$ cat config.mk
export PLATFORM = sky130hd
export DESIGN_NAME = rx_medida_7o1_flat
export DESIGN_NICKNAME = d
export VERILOG_FILES = /design/src/rtl/rx_medida_7o1_if.sv /design/src/rtl/rx_medida_7o1.sv /design/src/flat_wrapper.sv
export SDC_FILE = /design/constraint.sdc
export NUM_CORES = 1
export LEC_CHECK = 0
export ABC_AREA = 1
export BUFFER_PORTS_ARGS = -buffer_cell sky130_fd_sc_hd__buf_2
export CAP_MARGIN = 0
export CORE_UTILIZATION = 35
export CTS_BUF_LIST = sky130_fd_sc_hd__clkbuf_8
export DETAILED_ROUTE_END_ITERATION = 12
export GPL_TIMING_DRIVEN = 1
export SYNTH_ARGS = -nofsm -noshare
export SYNTH_HDL_FRONTEND = slang
export SYNTH_SLANG_ARGS = --single-unit
$ cat constraint.sdc
create_clock -name clock -period 1.6 [get_ports clock]
set_input_delay 0.24 -clock clock [delete_from_list [all_inputs] [get_ports clock]]
set_output_delay 0.24 -clock clock [all_outputs]
set_load 0.02 [all_outputs]
$ cat src/rtl/rx_medida_7o1_if.sv
// Receiver-side bundle for the 7O1 measurement link and its outputs.
// Signals: entrada_serial (raw UART line), medida (BCD), pronto/erro pulses, debug taps.
// master = receiver (reads the line, drives results); slave = host/display side.
interface rx_medida_7o1_if;
    logic        entrada_serial;
    logic [11:0] medida;
    logic        pronto;
    logic        erro;
    logic [1:0]  db_indice;
    logic [3:0]  db_estado;

    modport master (
        input  entrada_serial,
        output medida,
        output pronto,
        output erro,
        output db_indice,
        output db_estado
    );

    modport slave (
        output entrada_serial,
        input  medida,
        input  pronto,
        input  erro,
        input  db_indice,
        input  db_estado
    );
endinterface

$ cat src/rtl/rx_medida_7o1.sv
// Receives 7O1 UART characters and parses "DDD#" frames into a 12-bit BCD measurement.
// Latency: pronto/erro pulse one cycle after the stop-bit sample (2-flop synchronizer ahead).
// No backpressure: results are one-cycle pulses; medida holds the last accepted frame.
// Ports: clock, reset (async active-low), bus (master modport: entrada_serial in;
//        medida, pronto, erro, db_indice, db_estado out).
module rx_medida_7o1 #(
    parameter int CLKS_PER_BIT = 434
) (
    input  logic              clock,
    input  logic              reset,
    rx_medida_7o1_if.master   bus
);

    localparam int CW = $clog2(CLKS_PER_BIT);
    localparam logic [CW-1:0] HALF_M1 = CW'(CLKS_PER_BIT / 2 - 1);
    localparam logic [CW-1:0] FULL_M1 = CW'(CLKS_PER_BIT - 1);

    typedef enum logic [3:0] {
        OCIOSO   = 4'd0,
        INICIO   = 4'd1,
        DADOS    = 4'd2,
        PARIDADE = 4'd3,
        PARADA   = 4'd4
    } estado_t;

    // ------------------------------------------------------------------
    // Input synchronizer; both flops reset to the idle (high) line level.
    // ------------------------------------------------------------------
    logic s_meta;
    logic s_rx;

    always_ff @(posedge clock or negedge reset) begin
        if (!reset) begin
            s_meta <= 1'b1;
            s_rx   <= 1'b1;
        end else begin
            s_meta <= bus.entrada_serial;
            s_rx   <= s_meta;
        end
    end

    // ------------------------------------------------------------------
    // Bit FSM
    // ------------------------------------------------------------------
    estado_t         estado;
    logic [CW-1:0]   cnt;
    logic [2:0]      nbit;
    logic [6:0]      caractere;
    logic            par_ok;

    always_ff @(posedge clock or negedge reset) begin
        if (!reset) begin
            estado    <= OCIOSO;
            cnt       <= '0;
            nbit      <= '0;
            caractere <= '0;
            par_ok    <= 1'b0;
        end else begin
            unique case (estado)
                OCIOSO: begin
                    if (!s_rx) begin
                        cnt    <= '0;
                        estado <= INICIO;
                    end
                end
                INICIO: begin
                    // Mid-start resample filters short low glitches.
                    if (cnt == HALF_M1) begin
                        cnt    <= '0;
                        nbit   <= '0;
                        estado <= s_rx ? OCIOSO : DADOS;
                    end else begin
                        cnt <= cnt + 1'b1;
                    end
                end
                DADOS: begin
                    if (cnt == FULL_M1) begin
                        cnt       <= '0;
                        caractere <= {s_rx, caractere[6:1]};
                        if (nbit == 3'd6) begin
                            estado <= PARIDADE;
                        end else begin
                            nbit <= nbit + 1'b1;
                        end
                    end else begin
                        cnt <= cnt + 1'b1;
                    end
                end
                PARIDADE: begin
                    if (cnt == FULL_M1) begin
                        cnt    <= '0;
                        par_ok <= ^{caractere, s_rx};
                        estado <= PARADA;
                    end else begin
                        cnt <= cnt + 1'b1;
                    end
                end
                PARADA: begin
                    // Leave at the stop midpoint so a back-to-back start edge
                    // half a bit later is seen from OCIOSO.
                    if (cnt == FULL_M1) begin
                        cnt    <= '0;
                        estado <= OCIOSO;
                    end else begin
                        cnt <= cnt + 1'b1;
                    end
                end
                default: begin
                    estado <= OCIOSO;
                end
            endcase
        end
    end

    // Character strobe coincides with the stop-bit sample; caractere is
    // complete at that point and the frame FSM registers its reaction.
    logic char_rx;
    logic char_ok;

    assign char_rx = (estado == PARADA) && (cnt == FULL_M1);
    assign char_ok = par_ok & s_rx;

    logic e_digito;
    logic e_cerquilha;

    assign e_digito    = (caractere[6:4] == 3'b011) && (caractere[3:0] <= 4'd9);
    assign e_cerquilha = (caractere == 7'h23);

    // ------------------------------------------------------------------
    // Frame FSM
    // ------------------------------------------------------------------
    logic [1:0]  indice;
    logic        descarta;
    logic [3:0]  dig_c;     // hundreds
    logic [3:0]  dig_d;     // tens
    logic [3:0]  dig_u;     // units
    logic [11:0] medida_r;
    logic        pronto_r;
    logic        erro_r;

    always_ff @(posedge clock or negedge reset) begin
        if (!reset) begin
            indice   <= '0;
            descarta <= 1'b0;
            dig_c    <= '0;
            dig_d    <= '0;
            dig_u    <= '0;
            medida_r <= '0;
            pronto_r <= 1'b0;
            erro_r   <= 1'b0;
        end else begin
            pronto_r <= 1'b0;
            erro_r   <= 1'b0;
            if (char_rx) begin
                if (descarta) begin
                    // Silent resync: only a well-formed '#' ends discarding.
                    if (char_ok && e_cerquilha) begin
                        descarta <= 1'b0;
                        indice   <= '0;
                    end
                end else if (!char_ok) begin
                    erro_r   <= 1'b1;
                    descarta <= 1'b1;
                    indice   <= '0;
                end else if (indice != 2'd3) begin
                    if (e_digito) begin
                        case (indice)
                            2'd0:    dig_c <= caractere[3:0];
                            2'd1:    dig_d <= caractere[3:0];
                            default: dig_u <= caractere[3:0];
                        endcase
                        indice <= indice + 1'b1;
                    end else begin
                        // A valid '#' arriving early is itself a frame
                        // boundary, so only other characters force discard.
                        erro_r   <= 1'b1;
                        descarta <= !e_cerquilha;
                        indice   <= '0;
                    end
                end else begin
                    if (e_cerquilha) begin
                        medida_r <= {dig_c, dig_d, dig_u};
                        pronto_r <= 1'b1;
                    end else begin
                        erro_r   <= 1'b1;
                        descarta <= 1'b1;
                    end
                    indice <= '0;
                end
            end
        end
    end

    assign bus.medida    = medida_r;
    assign bus.pronto    = pronto_r;
    assign bus.erro      = erro_r;
    assign bus.db_indice = indice;
    assign bus.db_estado = estado;

endmodule

$ cat src/flat_wrapper.sv
// flat-port wrapper written by rule: the top's interface ports become plain ports
module rx_medida_7o1_flat 
#(
    parameter int CLKS_PER_BIT = 434
)
  (clock, reset, bus_entrada_serial, bus_medida, bus_pronto, bus_erro, bus_db_indice, bus_db_estado);
  rx_medida_7o1_if bus_i ();
  input  logic clock;
  input  logic reset;
  input wire logic [$bits(bus_i.entrada_serial)-1:0] bus_entrada_serial;
  output wire logic [$bits(bus_i.medida)-1:0] bus_medida;
  output wire logic [$bits(bus_i.pronto)-1:0] bus_pronto;
  output wire logic [$bits(bus_i.erro)-1:0] bus_erro;
  output wire logic [$bits(bus_i.db_indice)-1:0] bus_db_indice;
  output wire logic [$bits(bus_i.db_estado)-1:0] bus_db_estado;
  assign bus_i.entrada_serial = bus_entrada_serial;
  assign bus_medida = bus_i.medida;
  assign bus_pronto = bus_i.pronto;
  assign bus_erro = bus_i.erro;
  assign bus_db_indice = bus_i.db_indice;
  assign bus_db_estado = bus_i.db_estado;
  rx_medida_7o1 #(.CLKS_PER_BIT(CLKS_PER_BIT)) u_core (.clock(clock), .reset(reset), .bus(bus_i));
endmodule
## Yosys cells after proc, flatten, opt, wreduce, memory -nomap -nowiden

Index checks and enable logic that the tools add are counted.

- Flip-flop bits (word level): 55
- Bits in latches: 0
- Memory bits (writable): 0
- ROM bits: 0
- Bits of input ports: 3
- Output and inout bits: 20
- Word-level logic and storage cells: 100
- Memories: 0

- Add/sub/neg operators: 3
- Multipliers: 0
- Div/mod/pow operators: 0
- Order comparisons: 1
- Eq/ne operators: 19
- Shifts and indexed selects: 0
- Multiplexer cells: 37
- Bitwise operators: 4
- Reduce and logical (&&, ||, !) cells: 21

Operators by type and width:

| cell | count |
|---|---|
| $mux 9 | 3 |
| $pmux 9 s3 | 1 |
| $mux 4 | 6 |
| $reduce_and 6->1 | 4 |
| $pmux 4 s5 | 1 |
| $mux 1 | 16 |
| $mux 2 | 6 |
| $ne 2x1->1 const B | 5 |
| $add 9x1->9 const B | 1 |
| $eq 9x8->1 const B | 1 |
| $eq 9x9->1 const B | 1 |
| $mux 3 | 3 |
| $eq 4x2->1 const B | 2 |
| $ne 2x2->1 const B | 4 |
| $reduce_and 2->1 | 4 |
| $reduce_xor 8->1 | 1 |
| $eq 7x6->1 const B | 1 |
| $pmux 3 s2 | 1 |
| $reduce_and 5->1 | 1 |
| $eq 4x1->1 const B | 1 |
| $eq 4x3->1 const B | 1 |
| $le 4x4->1 const B | 1 |
| $logic_not 4->1 | 1 |
| $reduce_and 4->1 | 1 |
| 14 further kinds | 18 |

## Depth between registers and ports, before layout

Gate-level depths: netlist of the first run.

- Depth in word-level cells: 7
- Depth in mapped cells: 10
- Gate-level depth less buffers: 10

## Worst setup path after synthesis of the first run

No wires, ideal clock.

- Path kind: register to register
- Start: reg u_core.estado[1], in the netlist u_core.bus.db_estado[1]
- End: reg u_core.medida_r[0], in the netlist u_core.bus.medida[0]
- Library setup time: 117 ps
- Arrival time: 1383 ps
- Required time: 1483 ps
- Setup slack: 100 ps
- Cell stages (with the launch flop): 10
- Path buffers: 1
- Clock period less this slack: 1500 ps
- Path through: dfrtp_1 -> nor2_1 -> nand2_1 -> inv_2 -> nand3_4 -> nor2_4 -> nand2_4 -> buf_6 -> nand2_1 -> nand2_1

- Longest elaborated chain between the ends: 3

RTL lines:

| item | RTL line | source |
|---|---|---|
| start: declaration | rx_medida_7o1.sv:45 | `estado_t estado;` |
| start signal: assignment | rx_medida_7o1.sv:71 | `estado <= s_rx ? OCIOSO : DADOS;` |
| $eq 4x3->1 | rx_medida_7o1.sv:120 | `assign char_rx = (estado == PARADA) && (cnt == FULL_M1);` |
| $logic_and 1x1->1 | rx_medida_7o1.sv:120 |  |
| $reduce_and 5->1 (no line) | -- |  |
| end signal: assignment | rx_medida_7o1.sv:182 | `medida_r <= {dig_c, dig_d, dig_u};` |
| end: declaration | rx_medida_7o1.sv:137 | `logic [11:0] medida_r;` |

No other way between the ends.
A chain may end at the register's enable or synchronous reset.

## Worst setup path in the final report of the first run

- Start: reg u_core.cnt[1]
- End: reg u_core.medida_r[1], in the netlist u_core.bus.medida[1]

- Longest elaborated chain between the ends: 3

RTL lines:

| item | RTL line | source |
|---|---|---|
| start: declaration | rx_medida_7o1.sv:46 | `logic [CW-1:0] cnt;` |
| start signal: assignment | rx_medida_7o1.sv:73 | `cnt <= cnt + 1'b1;` |
| start signal: assignment | rx_medida_7o1.sv:86 | `cnt <= cnt + 1'b1;` |
| start signal: assignment | rx_medida_7o1.sv:95 | `cnt <= cnt + 1'b1;` |
| $eq 9x9->1 | rx_medida_7o1.sv:120 |  |
| $logic_and 1x1->1 | rx_medida_7o1.sv:120 |  |
| $reduce_and 5->1 (no line) | -- |  |

No other way between the ends.

==> run summary, run 1 <==
run status: completed
pins over their slew limit: 0
warning count from the yosys run: 0
PnR Total Power: 2260 uW
CTS clock-pin slew for the worst setup and hold paths: 0.11 ns
Tightest Pin Transition: 0.519 ns
number of enable-type register cells in the synthesized netlist: 0
routability-driven placement congestion ratio: 0.876
All-Layer GR Usage: 15.3%
final critical delay including setup and external delays: 1.58 ns
Yosys reg bits: 54
row count: 32
slew margin rel.: 65.4%
die width: 92.1 um
Register-to-Register Path Depth: 9
synth top area cells: sky130_fd_sc_hd__dfrtp_1 (46%), sky130_fd_sc_hd__nand2_1 (16%), sky130_fd_sc_hd__nand3_1 (6.9%), sky130_fd_sc_hd__inv_1 (6.2%), sky130_fd_sc_hd__o21ai_0 (5.5%)
R2R Path End: u_core.bus.medida[1]
Core Area: 7810 um^2
syn_area_per_cell: 7.72 um^2
highest attainable clock frequency: 0.633 GHz
H-tree depth: 2
IO Port Bufs: 21
area of the mapped netlist: 2840 um^2
final hold violations: 0
Area Growth Syn to Fin: 23.3%
critical path arrival: 1.80 ns
Total Die Area: 8480 um^2
count of nets after finishing: 435
power per unit of standard cell area: 646 nW/um^2
area taken by flip-flops and latches: 1360 um^2
type of destination of the critical path: flip-flop
final setup TNS: 0 ns
worst vdd ir: 320 uV
setup violators final: 0
total routed wirelength: 6290 um
detailed-route vias per instance: 4.80
ranking of synthesized cells by instance count: sky130_fd_sc_hd__nand2_1 (118), sky130_fd_sc_hd__dfrtp_1 (52), sky130_fd_sc_hd__inv_1 (47)
largest driver fanout on the critical path: 6
routed length per placed instance: 11.9 um
number of filler cells placed in the layout: 792
worst min-delay path startpoint: u_core.s_meta
maximum buffer depth of the clock tree: 2
clock root buffer: sky130_fd_sc_hd__clkbuf_8
final period utilization: 98.8%
end point of the worst hold path: u_core.s_rx
data required time of the critical path: 1.82 ns
reg-to-reg setup timing slack: 0.02 ns
cell depth of the worst hold path: 0
area share of the largest cell type after synthesis: 45.8%
starting density of the core: 36.4%
unrepaired setup endpoints after global routing: yes
multi-input combinational cell area: 1350 um^2
most used flip-flop cell after synthesis: sky130_fd_sc_hd__dfrtp_1
area leader, netlist: sky130_fd_sc_hd__dfrtp_1
number of distinct library cell variants in the gate-level netlist after synthesis: 27
TritonCTS sink count: 54
initial antenna violation count: 0
syn_nets: 379
leakage dissipation: 0.00184 uW
worst min path class: reg2reg
total overflow reported by the global router: 0
height of the die: 92.1 um
Reg-to-Reg Start: u_core.cnt[1]
number of design-rule violations left by the first detailed-router iteration: 118
layout cell share with drive strength beyond 1: 23.3%
largest net degree at the start of global routing: 20
total via count after detailed routing: 2532
critical path startpoint category: flip-flop
Worst Hold Margin: 0.362 ns
Fin Clk Skew: 0.00510 ns
most instantiated library cell after synthesis: sky130_fd_sc_hd__nand2_1
critical setup path kind: reg2reg
Detail Route Antenna Nets: 0
number of diodes: 0
router iterations before antenna repair: 5
ports placed on the boundary: 23
share of the core filled with cells: 44.9%
total CTS buffers: 5
detailed placer's ending HPWL: 4560 um
TritonCTS clock tree: built
max_cap viols: 0
Residual DRC: 0
share of synthesized area occupied by flip-flops and latches: 47.6%
cells after synthesis: 368
global-route wire length before repair: 10400 um
number of global-route vias before repair: 2287
Clk Latency, worst-skew pair: 0.31 ns
fraction of registers with async set/reset: 100%
-- how the worst max path moves through the flow --
| stage | start | to | slack [ns] | cells after the start |
|---|---|---|---|---|
| finish | u_core.cnt[1] | u_core.bus.medida[1] | 0.02 | 9 |
| global route | u_core.cnt[1] | u_core.bus.medida[6] | -0.08 | 9 |
| CTS | u_core.cnt[1] | u_core.bus.medida[10] | 0.005 | 9 |
| detailed placement | u_core.cnt[1] | u_core.bus.medida[10] | 0.02 | 9 |
| global placement | u_core.s_rx | u_core.dig_d[0] | 0.04 | 7 |
| floorplan | u_core.bus.db_estado[1] | u_core.bus.medida[0] | 0.1 | 9 |
-- critical path, stage by stage (launching register included) --
cell	delay, ns
sky130_fd_sc_hd__dfrtp_1	0.40
sky130_fd_sc_hd__inv_2	0.09
sky130_fd_sc_hd__ha_4	0.15
sky130_fd_sc_hd__nand2_4	0.05
sky130_fd_sc_hd__nor2_4	0.16
sky130_fd_sc_hd__nand3_4	0.12
sky130_fd_sc_hd__nor2_4	0.23
sky130_fd_sc_hd__nand2_2	0.15
sky130_fd_sc_hd__nand2_1	0.08
sky130_fd_sc_hd__nand2_1	0.05
-- stage by stage --
step,std cells,setup slack [ns],cell area (um^2)
final,527,0.0190,3500
after global routing,527,-0.0754,3500
after CTS,517,0.00527,3330
after detailed placement,507,0.0242,3210
after global placement,507,0.0410,3210
after floorplan,368,0.0996,2840
-- logic make-up after synthesis --
group / count (synthesis) / share of synthesized area, %
AO/OA/AOI/OAI: 36 / 6.56
XOR/XNOR: 4 / 1.23
adder cells (fa/ha/maj): 8 / 3.52
buffers and inverters: 55 / 8.19
flip-flops: 54 / 47.6
other: 1 / 0.132
AND/OR/NAND/NOR: 210 / 32.7
-- state kept, by name, summed over array words and instances (netlist names), 2 cells and up --
register	count
u_core.bus.db_indice	2
u_core.nbit	3
u_core.caractere	7
u_core.cnt	9
u_core.dig_c	4
u_core.dig_u	4
u_core.bus.medida	12
u_core.dig_d	4
u_core.bus.db_estado	3
-- final cells by class --
| class | instances | share of cell area, % |
|---|---|---|
| clock inverter | 3 | 0.821 |
| multi-input combinational | 260 | 38.5 |
| sequential | 54 | 38.7 |
| timing repair buffer | 53 | 11.0 |
| tap | 102 | 3.64 |
| inverter | 50 | 5.36 |
| clock buffer | 5 | 1.96 |
-- report_power, final --
group / internal (uW) / total, uW / switching (uW)
combinational: 19.1 / 56.2 / 37.1
sequential: 1370 / 1370 / 0.949
clock: 329 / 837 / 508
total: 1720 / 2260 / 546
-- what timing repair did --
item,CTS,global route
endpoints found under the hold margin,15,1
buffers inserted,1,7
pin swaps,1,13
endpoints found under the setup margin,1,36
hold buffers,1,1
resized for setup,1,34
gates cloned,0,2
-- cell usage in the layout, fill, tap and decap left out, drive strengths merged --
cell         count
a21oi            3
buf             51
clkbuf           5
clkinv           1
conb             1
dfrtp           52
dfstp            2
dlygate4sd3      2
ha               8
inv             52
nand2          122
nand3           40
nand3b           1
nand4           11
nor2            33
nor3             3
nor3b            1
o21ai           32
o31ai            1
xnor2            3
xor2             1
-- per-layer routing --
layer | GRT usage, % | up-vias | share of wire (%)
met5 | 0 | - | 0
met4 | 6.12 | 0 | 1.7
met3 | 2.74 | 6 | 4.3
met2 | 23.8 | 62 | 48
met1 | 21.0 | 1183 | 46
li1 | - | 1281 | -
Note: power is estimated with default switching activity, not from simulation.
==> inputs of run 2 (changes only) <==
==> constraint.sdc (replaced) <==
create_clock -name clock -period 1.4 [get_ports clock]
set_input_delay 0.21 -clock clock [delete_from_list [all_inputs] [get_ports clock]]
set_output_delay 0.21 -clock clock [all_outputs]
set_load 0.02 [all_outputs]
==> run 2 against run 1 <==
  * The run now ends with setup timing left
  * Non-clock buffer count up 36
  * Design area up 10%
  * Hold slack better by 0.0042 ns
  * Die area unchanged
  * Total power up 15%
  * Critical path depth up 2
==> run summary, run 2 (same netlist as run 1, synthesis figures left out) <==
power per unit of standard cell area: 673 nW/um^2
global-route wire length before repair: 11400 um
critical path startpoint category: flip-flop
final hold violations: 0
flip-flop count of the largest register after layout: 12
most common cell after layout, fill and taps aside: sky130_fd_sc_hd__nand2_1
starting density of the core: 36.4%
share of the core filled with cells: 49.4%
switching part of the total power: 24.5%
height of the die: 92.1 um
Detail Route Antenna Nets: 0
layout cell share with drive strength beyond 1: 32.8%
number of design-rule violations left by the first detailed-router iteration: 133
routability-driven placement congestion ratio: 0.871
worst vdd ir: 366 uV
clock root buffer: sky130_fd_sc_hd__clkbuf_8
standard cell area after detailed placement: 3450 um^2
total routed wirelength: 6730 um
total CTS buffers: 5
max_cap viols: 0
worst min path class: in2async
largest net degree at the start of global routing: 21
Core Area: 7810 um^2
maximum buffer depth of the clock tree: 2
pins over their slew limit: 0
type of destination of the critical path: flip-flop
Total Die Area: 8480 um^2
H-tree depth: 2
detailed-route vias per instance: 4.70
IO Port Bufs: 21
count of nets after finishing: 470
violations in the final reports: setup timing
All-Layer GR Usage: 16.8%
detailed placer's ending HPWL: 4870 um
ports placed on the boundary: 23
Fin Clk Skew: 0.00971 ns
critical path arrival: 1.79 ns
total via count after detailed routing: 2640
Area Growth Syn to Fin: 35.8%
largest driver fanout on the critical path: 7
Clk Latency, worst-skew pair: 0.32 ns
data required time of the critical path: 1.66 ns
Worst Hold Margin: 0.366 ns
final period utilization: 109%
TritonCTS sink count: 54
Residual DRC: 0
die width: 92.1 um
critical setup path kind: reg2reg
final critical delay including setup and external delays: 1.53 ns
row count: 32
routed length per placed instance: 12.0 um
combinational fraction of design power: 2.4%
leading cell types in the layout, fill and taps excluded: sky130_fd_sc_hd__nand2_1 (108), sky130_fd_sc_hd__buf_4 (56), sky130_fd_sc_hd__dfrtp_1 (47)
run status: finished with violations
clock network power share: 37.3%
router iterations before antenna repair: 4
unrepaired setup endpoints after global routing: yes
Pint: 1960 uW
total overflow reported by the global router: 0
initial antenna violation count: 0
proportion of power drawn by flip-flops and latches: 60.3%
setup slack after layout: -0.130 ns
setup violators final: 48
TritonCTS clock tree: built
number of global-route vias before repair: 2498
leakage dissipation: 0.00202 uW
number of diodes: 0
CTS clock-pin slew for the worst setup and hold paths: 0.11 ns
highest attainable clock frequency: 0.654 GHz
area of all placed cells without fillers: 3860 um^2
Switching Power: 637 uW
## run 2: power groups by stage
stage / Clock [uW] / Combinational, uW / Sequential (uW)
after floorplan: 0 / 10.8 / 1600
after global placement: 0 / 58.2 / 1600
after detailed placement: 0 / 60.2 / 1600
after CTS: 998 / 64.6 / 1570
after global routing: 1060 / 71.6 / 1570
final: 967 / 62.5 / 1570
## run 2: layer usage
| metal | share of wire (%) | wire, um | track usage (%) |
|---|---|---|---|
| met5 | 0 | 0 | 0 |
| met4 | 1.8 | 123 | 5.21 |
| met3 | 3.0 | 203 | 2.99 |
| met2 | 46 | 3090 | 27.0 |
| met1 | 49 | 3310 | 22.8 |
## run 2: repair_timing
item,4_1_cts,5_1_grt
setup endpoints to repair,44,52
resized for setup,39,25
pin swaps,3,7
setup buffers,6,6
gates cloned,0,1
endpoints found under the hold margin,15,0
hold buffers,2,0
## run 2: final cells by class
cell class              instances  area (um^2)
clock buffers                   5         68.8
flip-flops and latches         54         1360
repair buffers                 89          652
multi-input cells             259         1430
inverters                      50          188
fillers                       745         3950
well taps                     102          128
clock inverters                 3         28.8
## run 2: stage by stage
step / instances / setup WS, ns / power [uW] / TNS (ns)
floorplan: 368 / -0.0655 / 1610 / -1.14
global route: 562 / -0.236 / 2690 / -8.71
detailed placement: 539 / -0.127 / 1660 / -3.04
CTS: 555 / -0.101 / 2630 / -2.48
finish: 562 / -0.130 / 2590 / -3.53
global placement: 539 / -0.101 / 1650 / -1.83
## run 2: final timing paths
path	startpoint	to	slack, ns	depth (start not counted)
setup / recovery	u_core.cnt[1]	u_core.bus.db_estado[2]	-0.13	11
hold / removal	reset	u_core.dig_c[2]	0.37	2
setup reg to reg	u_core.cnt[1]	u_core.bus.db_estado[2]	-0.13	11
hold reg to reg	u_core.s_meta	u_core.s_rx	0.37	0
max in group asynchronous	reset	u_core.bus.medida[9]	0.47	3
min in group clock	u_core.s_meta	u_core.s_rx	0.37	0
## run 2: worst max-delay path, cell delays in order, from the launching register on
cell	delay (ns)
sky130_fd_sc_hd__dfrtp_1	0.40
sky130_fd_sc_hd__inv_2	0.10
sky130_fd_sc_hd__ha_4	0.15
sky130_fd_sc_hd__nand2_4	0.05
sky130_fd_sc_hd__nor2_4	0.13
sky130_fd_sc_hd__buf_6	0.13
sky130_fd_sc_hd__nand2_8	0.06
sky130_fd_sc_hd__nand2_4	0.09
sky130_fd_sc_hd__nand2_8	0.08
sky130_fd_sc_hd__nor2_4	0.12
sky130_fd_sc_hd__nand3_1	0.08
sky130_fd_sc_hd__nand2_1	0.06
